==> src/rtl/multicycle_pkg.sv <==
// Shared types and encodings for the multicycle MIPS sequencing controller.
// Optional retired-instruction counter is enabled by MULTICYCLE_INSTRET_EN.
package multicycle_pkg;

    localparam int unsigned OP_W      = 6;
    localparam int unsigned INSTRET_W = 32;

    typedef enum logic [3:0] {
        S_FETCH,
        S_DECODE,
        S_MEMADR,
        S_MEMRD,
        S_MEMWB,
        S_MEMWR,
        S_EXEC,
        S_ALUWB,
        S_BRANCH,
        S_IMMEX,
        S_IMMWB,
        S_JUMP,
        S_ILLEGAL
    } state_t;

    // ALU operation class handed to the ALU decoder
    typedef enum logic [1:0] {
        ALUOP_ADD,
        ALUOP_SUB,
        ALUOP_FUNCT,
        ALUOP_SLT
    } aluop_t;

    localparam logic [OP_W-1:0] OP_RTYPE = 6'b000000;
    localparam logic [OP_W-1:0] OP_LW    = 6'b100011;
    localparam logic [OP_W-1:0] OP_SW    = 6'b101011;
    localparam logic [OP_W-1:0] OP_BEQ   = 6'b000100;
    localparam logic [OP_W-1:0] OP_BNE   = 6'b000101;
    localparam logic [OP_W-1:0] OP_ADDI  = 6'b001000;
    localparam logic [OP_W-1:0] OP_SLTI  = 6'b001010;
    localparam logic [OP_W-1:0] OP_J     = 6'b000010;

    localparam logic [OP_W-1:0] F_ADD = 6'b100000;
    localparam logic [OP_W-1:0] F_SUB = 6'b100010;
    localparam logic [OP_W-1:0] F_AND = 6'b100100;
    localparam logic [OP_W-1:0] F_OR  = 6'b100101;
    localparam logic [OP_W-1:0] F_SLT = 6'b101010;

    localparam logic [1:0] SRCB_REG   = 2'b00;
    localparam logic [1:0] SRCB_FOUR  = 2'b01;
    localparam logic [1:0] SRCB_IMM   = 2'b10;
    localparam logic [1:0] SRCB_IMMSH = 2'b11;

    localparam logic [1:0] PC_ALURES = 2'b00;
    localparam logic [1:0] PC_ALUOUT = 2'b01;
    localparam logic [1:0] PC_JUMP   = 2'b10;

    localparam logic [2:0] ALU_ADD = 3'b010;
    localparam logic [2:0] ALU_SUB = 3'b110;
    localparam logic [2:0] ALU_AND = 3'b000;
    localparam logic [2:0] ALU_OR  = 3'b001;
    localparam logic [2:0] ALU_SLT = 3'b111;

endpackage

==> src/rtl/mc_aludec.sv <==
// ALU decoder: maps the operation class and R-type funct to an ALU control code.
module mc_aludec
    import multicycle_pkg::*;
(
    input  aluop_t          aluop,
    input  logic [OP_W-1:0] funct,
    output logic [2:0]      alucontrol,
    output logic            funct_valid
);

    always_comb begin
        alucontrol  = ALU_ADD;
        funct_valid = 1'b0;
        case (aluop)
            ALUOP_ADD: alucontrol = ALU_ADD;
            ALUOP_SUB: alucontrol = ALU_SUB;
            ALUOP_SLT: alucontrol = ALU_SLT;
            ALUOP_FUNCT: begin
                funct_valid = 1'b1;
                case (funct)
                    F_ADD:   alucontrol = ALU_ADD;
                    F_SUB:   alucontrol = ALU_SUB;
                    F_AND:   alucontrol = ALU_AND;
                    F_OR:    alucontrol = ALU_OR;
                    F_SLT:   alucontrol = ALU_SLT;
                    default: funct_valid = 1'b0;
                endcase
            end
            default: alucontrol = ALU_ADD;
        endcase
    end

endmodule

==> src/rtl/multicycle_ctrl.sv <==
// Multicycle MIPS sequencing controller: Moore FSM with memready wait states.
// Define MULTICYCLE_INSTRET_EN to build the retired-instruction counter.
module multicycle_ctrl
    import multicycle_pkg::*;
(
    input  logic                 clk,
    input  logic                 reset,
    input  logic [OP_W-1:0]      op,
    input  logic [OP_W-1:0]      funct,
    input  logic                 zero,
    input  logic                 memready,
    output logic                 iord,
    output logic                 irwrite,
    output logic                 memwrite,
    output logic                 memtoreg,
    output logic                 regdst,
    output logic                 regwrite,
    output logic                 alusrca,
    output logic [1:0]           alusrcb,
    output logic [2:0]           alucontrol,
    output logic [1:0]           pcsrc,
    output logic                 pcen,
    output logic                 illegal,
    output logic [INSTRET_W-1:0] instret
);

    state_t state;
    aluop_t aluop;
    logic   funct_valid;
    logic   pcwrite;
    logic   taken;

    // bne is the odd opcode, so op[0] inverts the zero test
    assign taken = zero ^ op[0];

    mc_aludec u_aludec (
        .aluop       (aluop),
        .funct       (funct),
        .alucontrol  (alucontrol),
        .funct_valid (funct_valid)
    );

    always_ff @(posedge clk) begin
        if (reset) begin
            state <= S_FETCH;
        end else begin
            case (state)
                S_FETCH:  if (memready) state <= S_DECODE;
                S_DECODE: begin
                    case (op)
                        OP_LW, OP_SW:     state <= S_MEMADR;
                        OP_RTYPE:         state <= S_EXEC;
                        OP_BEQ, OP_BNE:   state <= S_BRANCH;
                        OP_ADDI, OP_SLTI: state <= S_IMMEX;
                        OP_J:             state <= S_JUMP;
                        default:          state <= S_ILLEGAL;
                    endcase
                end
                S_MEMADR: state <= (op == OP_SW) ? S_MEMWR : S_MEMRD;
                S_MEMRD:  if (memready) state <= S_MEMWB;
                S_MEMWR:  if (memready) state <= S_FETCH;
                S_EXEC:   state <= funct_valid ? S_ALUWB : S_ILLEGAL;
                S_IMMEX:  state <= S_IMMWB;
                S_MEMWB, S_ALUWB, S_BRANCH, S_IMMWB, S_JUMP: state <= S_FETCH;
                S_ILLEGAL: state <= S_ILLEGAL;
                default:  state <= S_FETCH;
            endcase
        end
    end

    // Output decode from the registered state; FETCH enables follow memready
    always_comb begin
        iord     = 1'b0;
        irwrite  = 1'b0;
        memwrite = 1'b0;
        memtoreg = 1'b0;
        regdst   = 1'b0;
        regwrite = 1'b0;
        alusrca  = 1'b0;
        alusrcb  = SRCB_REG;
        pcsrc    = PC_ALURES;
        pcwrite  = 1'b0;
        illegal  = 1'b0;
        aluop    = ALUOP_ADD;
        case (state)
            S_FETCH: begin
                alusrcb = SRCB_FOUR;
                irwrite = memready;
                pcwrite = memready;
            end
            S_DECODE: alusrcb = SRCB_IMMSH;
            S_MEMADR: begin
                alusrca = 1'b1;
                alusrcb = SRCB_IMM;
            end
            S_MEMRD: iord = 1'b1;
            S_MEMWB: begin
                memtoreg = 1'b1;
                regwrite = 1'b1;
            end
            S_MEMWR: begin
                iord     = 1'b1;
                memwrite = 1'b1;
            end
            S_EXEC: begin
                alusrca = 1'b1;
                aluop   = ALUOP_FUNCT;
            end
            S_ALUWB: begin
                regdst   = 1'b1;
                regwrite = 1'b1;
            end
            S_BRANCH: begin
                alusrca = 1'b1;
                aluop   = ALUOP_SUB;
                pcsrc   = PC_ALUOUT;
            end
            S_IMMEX: begin
                alusrca = 1'b1;
                alusrcb = SRCB_IMM;
                aluop   = (op == OP_SLTI) ? ALUOP_SLT : ALUOP_ADD;
            end
            S_IMMWB: regwrite = 1'b1;
            S_JUMP: begin
                pcsrc   = PC_JUMP;
                pcwrite = 1'b1;
            end
            S_ILLEGAL: illegal = 1'b1;
            default: ;
        endcase
    end

    assign pcen = pcwrite | ((state == S_BRANCH) & taken);

`ifdef MULTICYCLE_INSTRET_EN
    logic retire;

    assign retire = (state == S_MEMWB) | (state == S_ALUWB) | (state == S_BRANCH) |
                    (state == S_IMMWB) | (state == S_JUMP) |
                    ((state == S_MEMWR) & memready);

    always_ff @(posedge clk) begin
        if (reset) begin
            instret <= '0;
        end else if (retire) begin
            instret <= instret + INSTRET_W'(1);
        end
    end
`else
    assign instret = '0;
`endif

endmodule

==> config.mk <==
export PLATFORM = sky130hd
export DESIGN_NAME = multicycle_ctrl
export DESIGN_NICKNAME = d
export VERILOG_FILES = /design/src/rtl/multicycle_pkg.sv /design/src/rtl/mc_aludec.sv /design/src/rtl/multicycle_ctrl.sv
export SDC_FILE = /design/constraint.sdc
export NUM_CORES = 1
export LEC_CHECK = 0
export BUFFER_PORTS_ARGS = -buffer_cell sky130_fd_sc_hd__buf_4
export CAP_MARGIN = 5
export CORE_UTILIZATION = 41
export CTS_CLUSTER_SIZE = 40
export DETAILED_ROUTE_END_ITERATION = 8
export GPL_ROUTABILITY_DRIVEN = 0
export GPL_TIMING_DRIVEN = 0
export PLACE_DENSITY = 0.8
export SETUP_SLACK_MARGIN = 0.5
export SLEW_MARGIN = 0
export SYNTH_ARGS = -nofsm -noshare
export SYNTH_HDL_FRONTEND = slang
export SYNTH_HIERARCHICAL = 1
export SYNTH_SLANG_ARGS = --single-unit
==> constraint.sdc <==
create_clock -name clk -period 2.95 [get_ports clk]
set_input_delay 0.295 -clock clk [delete_from_list [all_inputs] [get_ports clk]]
set_output_delay 0.295 -clock clk [all_outputs]
set_load 0.05 [all_outputs]
==> flow_metrics.py <==
metrics = {
    "outcome": {
        "status": "completed",
    },
    "setup_path": {
        "crit_required_ns": 3.11,
        "critical-path-max-stage-delay_ns": 0.34,
        "cpLargestDelayFamily": "simple AND/OR/NAND/NOR gates",
        "crit_arrival_ns": 2.38,
        "path_cells": "clkbuf_1 > nor2_2 > nand3_1 > o32ai_2 > nand3b_1 > nor2_1 > and3_1 > nand2_1 > a21boi_0 > a31oi_1 > o31ai_1",
        "crit_fanout": 10,
        "worstSetupPathType": "reg2reg",
        "critPathBufInv": 1,
        "critPathLaunchType": "flip-flop",
        "critPathSlowestCell": "dfxtp_1",
        "cp-end-kind": "flip-flop",
    },
    "routing": {
        "vias_per_cell": 4.74,
        "wl_per_cell_um": 10.3,
        "drt_wl_total_mm": 2.34,
        "dr.first_iter.drc_count": 41,
        "firstDrtPassIters": 4,
        "num_vias": 1075,
        "drc": 0,
        "antenna_left": 0,
    },
    "logic_synthesis": {
        "yosys.cell_count.top_type": "buf_4",
        "synth_top_area_frac": 0.265,
        "syn_avg_cell_area_um2": 6.66,
        "syn_inst": 136,
        "async_reset_ff_frac": 0,
        "synth-edff-count": 0,
        "seq_area_frac_synth": 0.0884,
        "ys_ff_latch": 4,
        "ys_types": 40,
        "syn_area_um2": 906,
        "yosysWarnings": 6,
        "synth.largest_area_cell": "buf_4",
        "synth_ff_type": "dfxtp_1",
        "synthTopCellsByArea": "buf_4 (27%), dfxtp_1 (8.8%), nor2_1 (7.0%)",
        "synth_common_cells": "buf_4 (32), nor2_1 (17), nand2_1 (11), nand2b_1 (7), a21oi_1 (6)",
    },
    "global_routing": {
        "gr-usage-all-layers": 0.200,
        "grt_pass1_wl_mm": 3.93,
        "antenna_found_initial": 0,
        "grt_pass1_vias": 972,
        "grt_max_degree": 11,
        "overflow": 0,
    },
    "job": {
        "drv_cap": 0,
    },
    "power_and_ir_drop": {
        "seqPwrFrac": 0.133,
        "swShare": 0.561,
        "power.internal_w": 0.000219,
        "power.switching_w": 0.000280,
        "ir_drop_v": 0.000266,
        "p_per_area_nw_per_um2": 379,
        "p_clk_frac": 0.141,
        "pwr-share-comb": 0.726,
        "p_leak_nw": 0.676,
    },
    "finish": {
        "nets": 218,
        "syn_to_final_growth_pct": 45.4,
        "largest_register": "state",
        "largestRegisters": "state x4",
        "fin_util": 0.652,
        "drive_gt1_frac": 0.380,
        "diodes": 0,
        "largest_register_ffs": 4,
    },
    "timing": {
        "setup_viol": 0,
        "layout_min_cycle_time_ns": 2.22,
        "clock.fmax_mhz": 450,
        "rsz0062_at_grt": "false",
        "fin_skew_ns": 0.00757,
        "tns_ns": 0,
        "maxSlewViolCount": 0,
        "finalCritPeriodShare": 0.753,
        "hold_viol_final": 0,
    },
    "floorplanning": {
        "io_pins": 64,
        "core_area_um2": 2020,
        "die_w_um": 49.0,
        "dieHeight_um": 49.0,
        "initial_utilization": 0.448,
        "fp-row-count": 16,
        "die-area_um2": 2400,
    },
    "cts": {
        "clkSinkCount": 4,
        "cts_tree": "done",
        "htreeDepth": 1,
        "clk_transition_reported_paths_ns": 0.04,
        "cts_buffer_depth": 2,
        "hold_buffers": 0,
        "cts_buffers": 3,
        "post-cts-setup-buffer-count": 0,
        "root_buffer": "clkbuf_4",
        "clock_latency_ns": 0.24,
    },
    "place": {
        "dp_hpwl_mm": 1.88,
        "io_buffers": 30,
    },
    "min_path": {
        "hold_class": "in2reg",
    },
}
per-stage QoR:
step	instance area, um^2	hold WS [ns]	setup WS (ns)	cells	power, W
after floorplan	1020	0.364	0.635	167	0.000349
after global placement	1280	0.505	0.512	224	0.000418
after detailed placement	1280	0.499	0.434	224	0.000422
after CTS	1310	0.255	0.562	227	0.000495
after global routing	1320	0.272	0.532	227	0.000527
final	1320	0.263	0.728	227	0.000500
placed cells by master, fill, tap and decap left out, types with 3 or more instances in the layout:
cell type   n
buf_4      62
conb_1     32
nor2_1     16
nand2_1    11
nand2b_1    7
a21oi_1     6
nor3_1      4
nor2b_1     4
nand3b_1    4
dfxtp_1     4
nand3_1     3
or4_1       3
o21ai_0     3
o22ai_1     3
a21boi_0    3
clkbuf_4    3
metal layers:
layer	GRT usage	up-vias	share of wire
met4	0.0931	0	0.0098
li1	-	542	-
met5	0	-	0
met1	0.213	460	0.38
met2	0.368	71	0.51
met3	0.0467	2	0.10
cell type report:
cell class	count	area, um^2
Tap cell	27	33.8
Buffer	38	275
Fill cell	203	704
Sequential cell	4	80.1
Inverter	2	7.51
Clock buffer	3	22.5
Multi-Input combinational cell	123	673
Timing Repair Buffer	30	225
kinds of logic after synthesis:
logic type,Yosys count,synth area share
other,1,0.00414
AND/OR/NAND/NOR,61,0.365
XOR/XNOR,1,0.00967
buffers and inverters,40,0.308
AO/OA/AOI/OAI,28,0.214
flip-flops,4,0.0884
multiplexers,1,0.0111
path summary, 6_finish.rpt:
check,start,to,slack [ns],cells past startpoint
worst max-delay path,state[2],state[0],0.73,11
worst min-delay path,reset,state[3],0.26,2
worst max register to register,state[2],state[0],0.73,11
worst min register to register,state[2],state[1],0.63,3
power by group through the flow:
stage / Clock [W] / Combinational, W / Sequential, W
3_5_place_dp: 0 / 0.000355 / 0.0000671
3_3_place_gp: 0 / 0.000351 / 0.0000666
5_1_grt: 0.0000757 / 0.000383 / 0.0000677
4_1_cts: 0.0000723 / 0.000357 / 0.0000661
2_1_floorplan: 0 / 0.000284 / 0.0000650
6_report: 0.0000703 / 0.000363 / 0.0000665
timing repair:
item | 4_1_cts | 5_1_grt
endpoints found under the setup margin | 4 | 4
resized for setup | 1 | 6
pin swaps | 0 | 0
(Power assumes the default switching activity.)
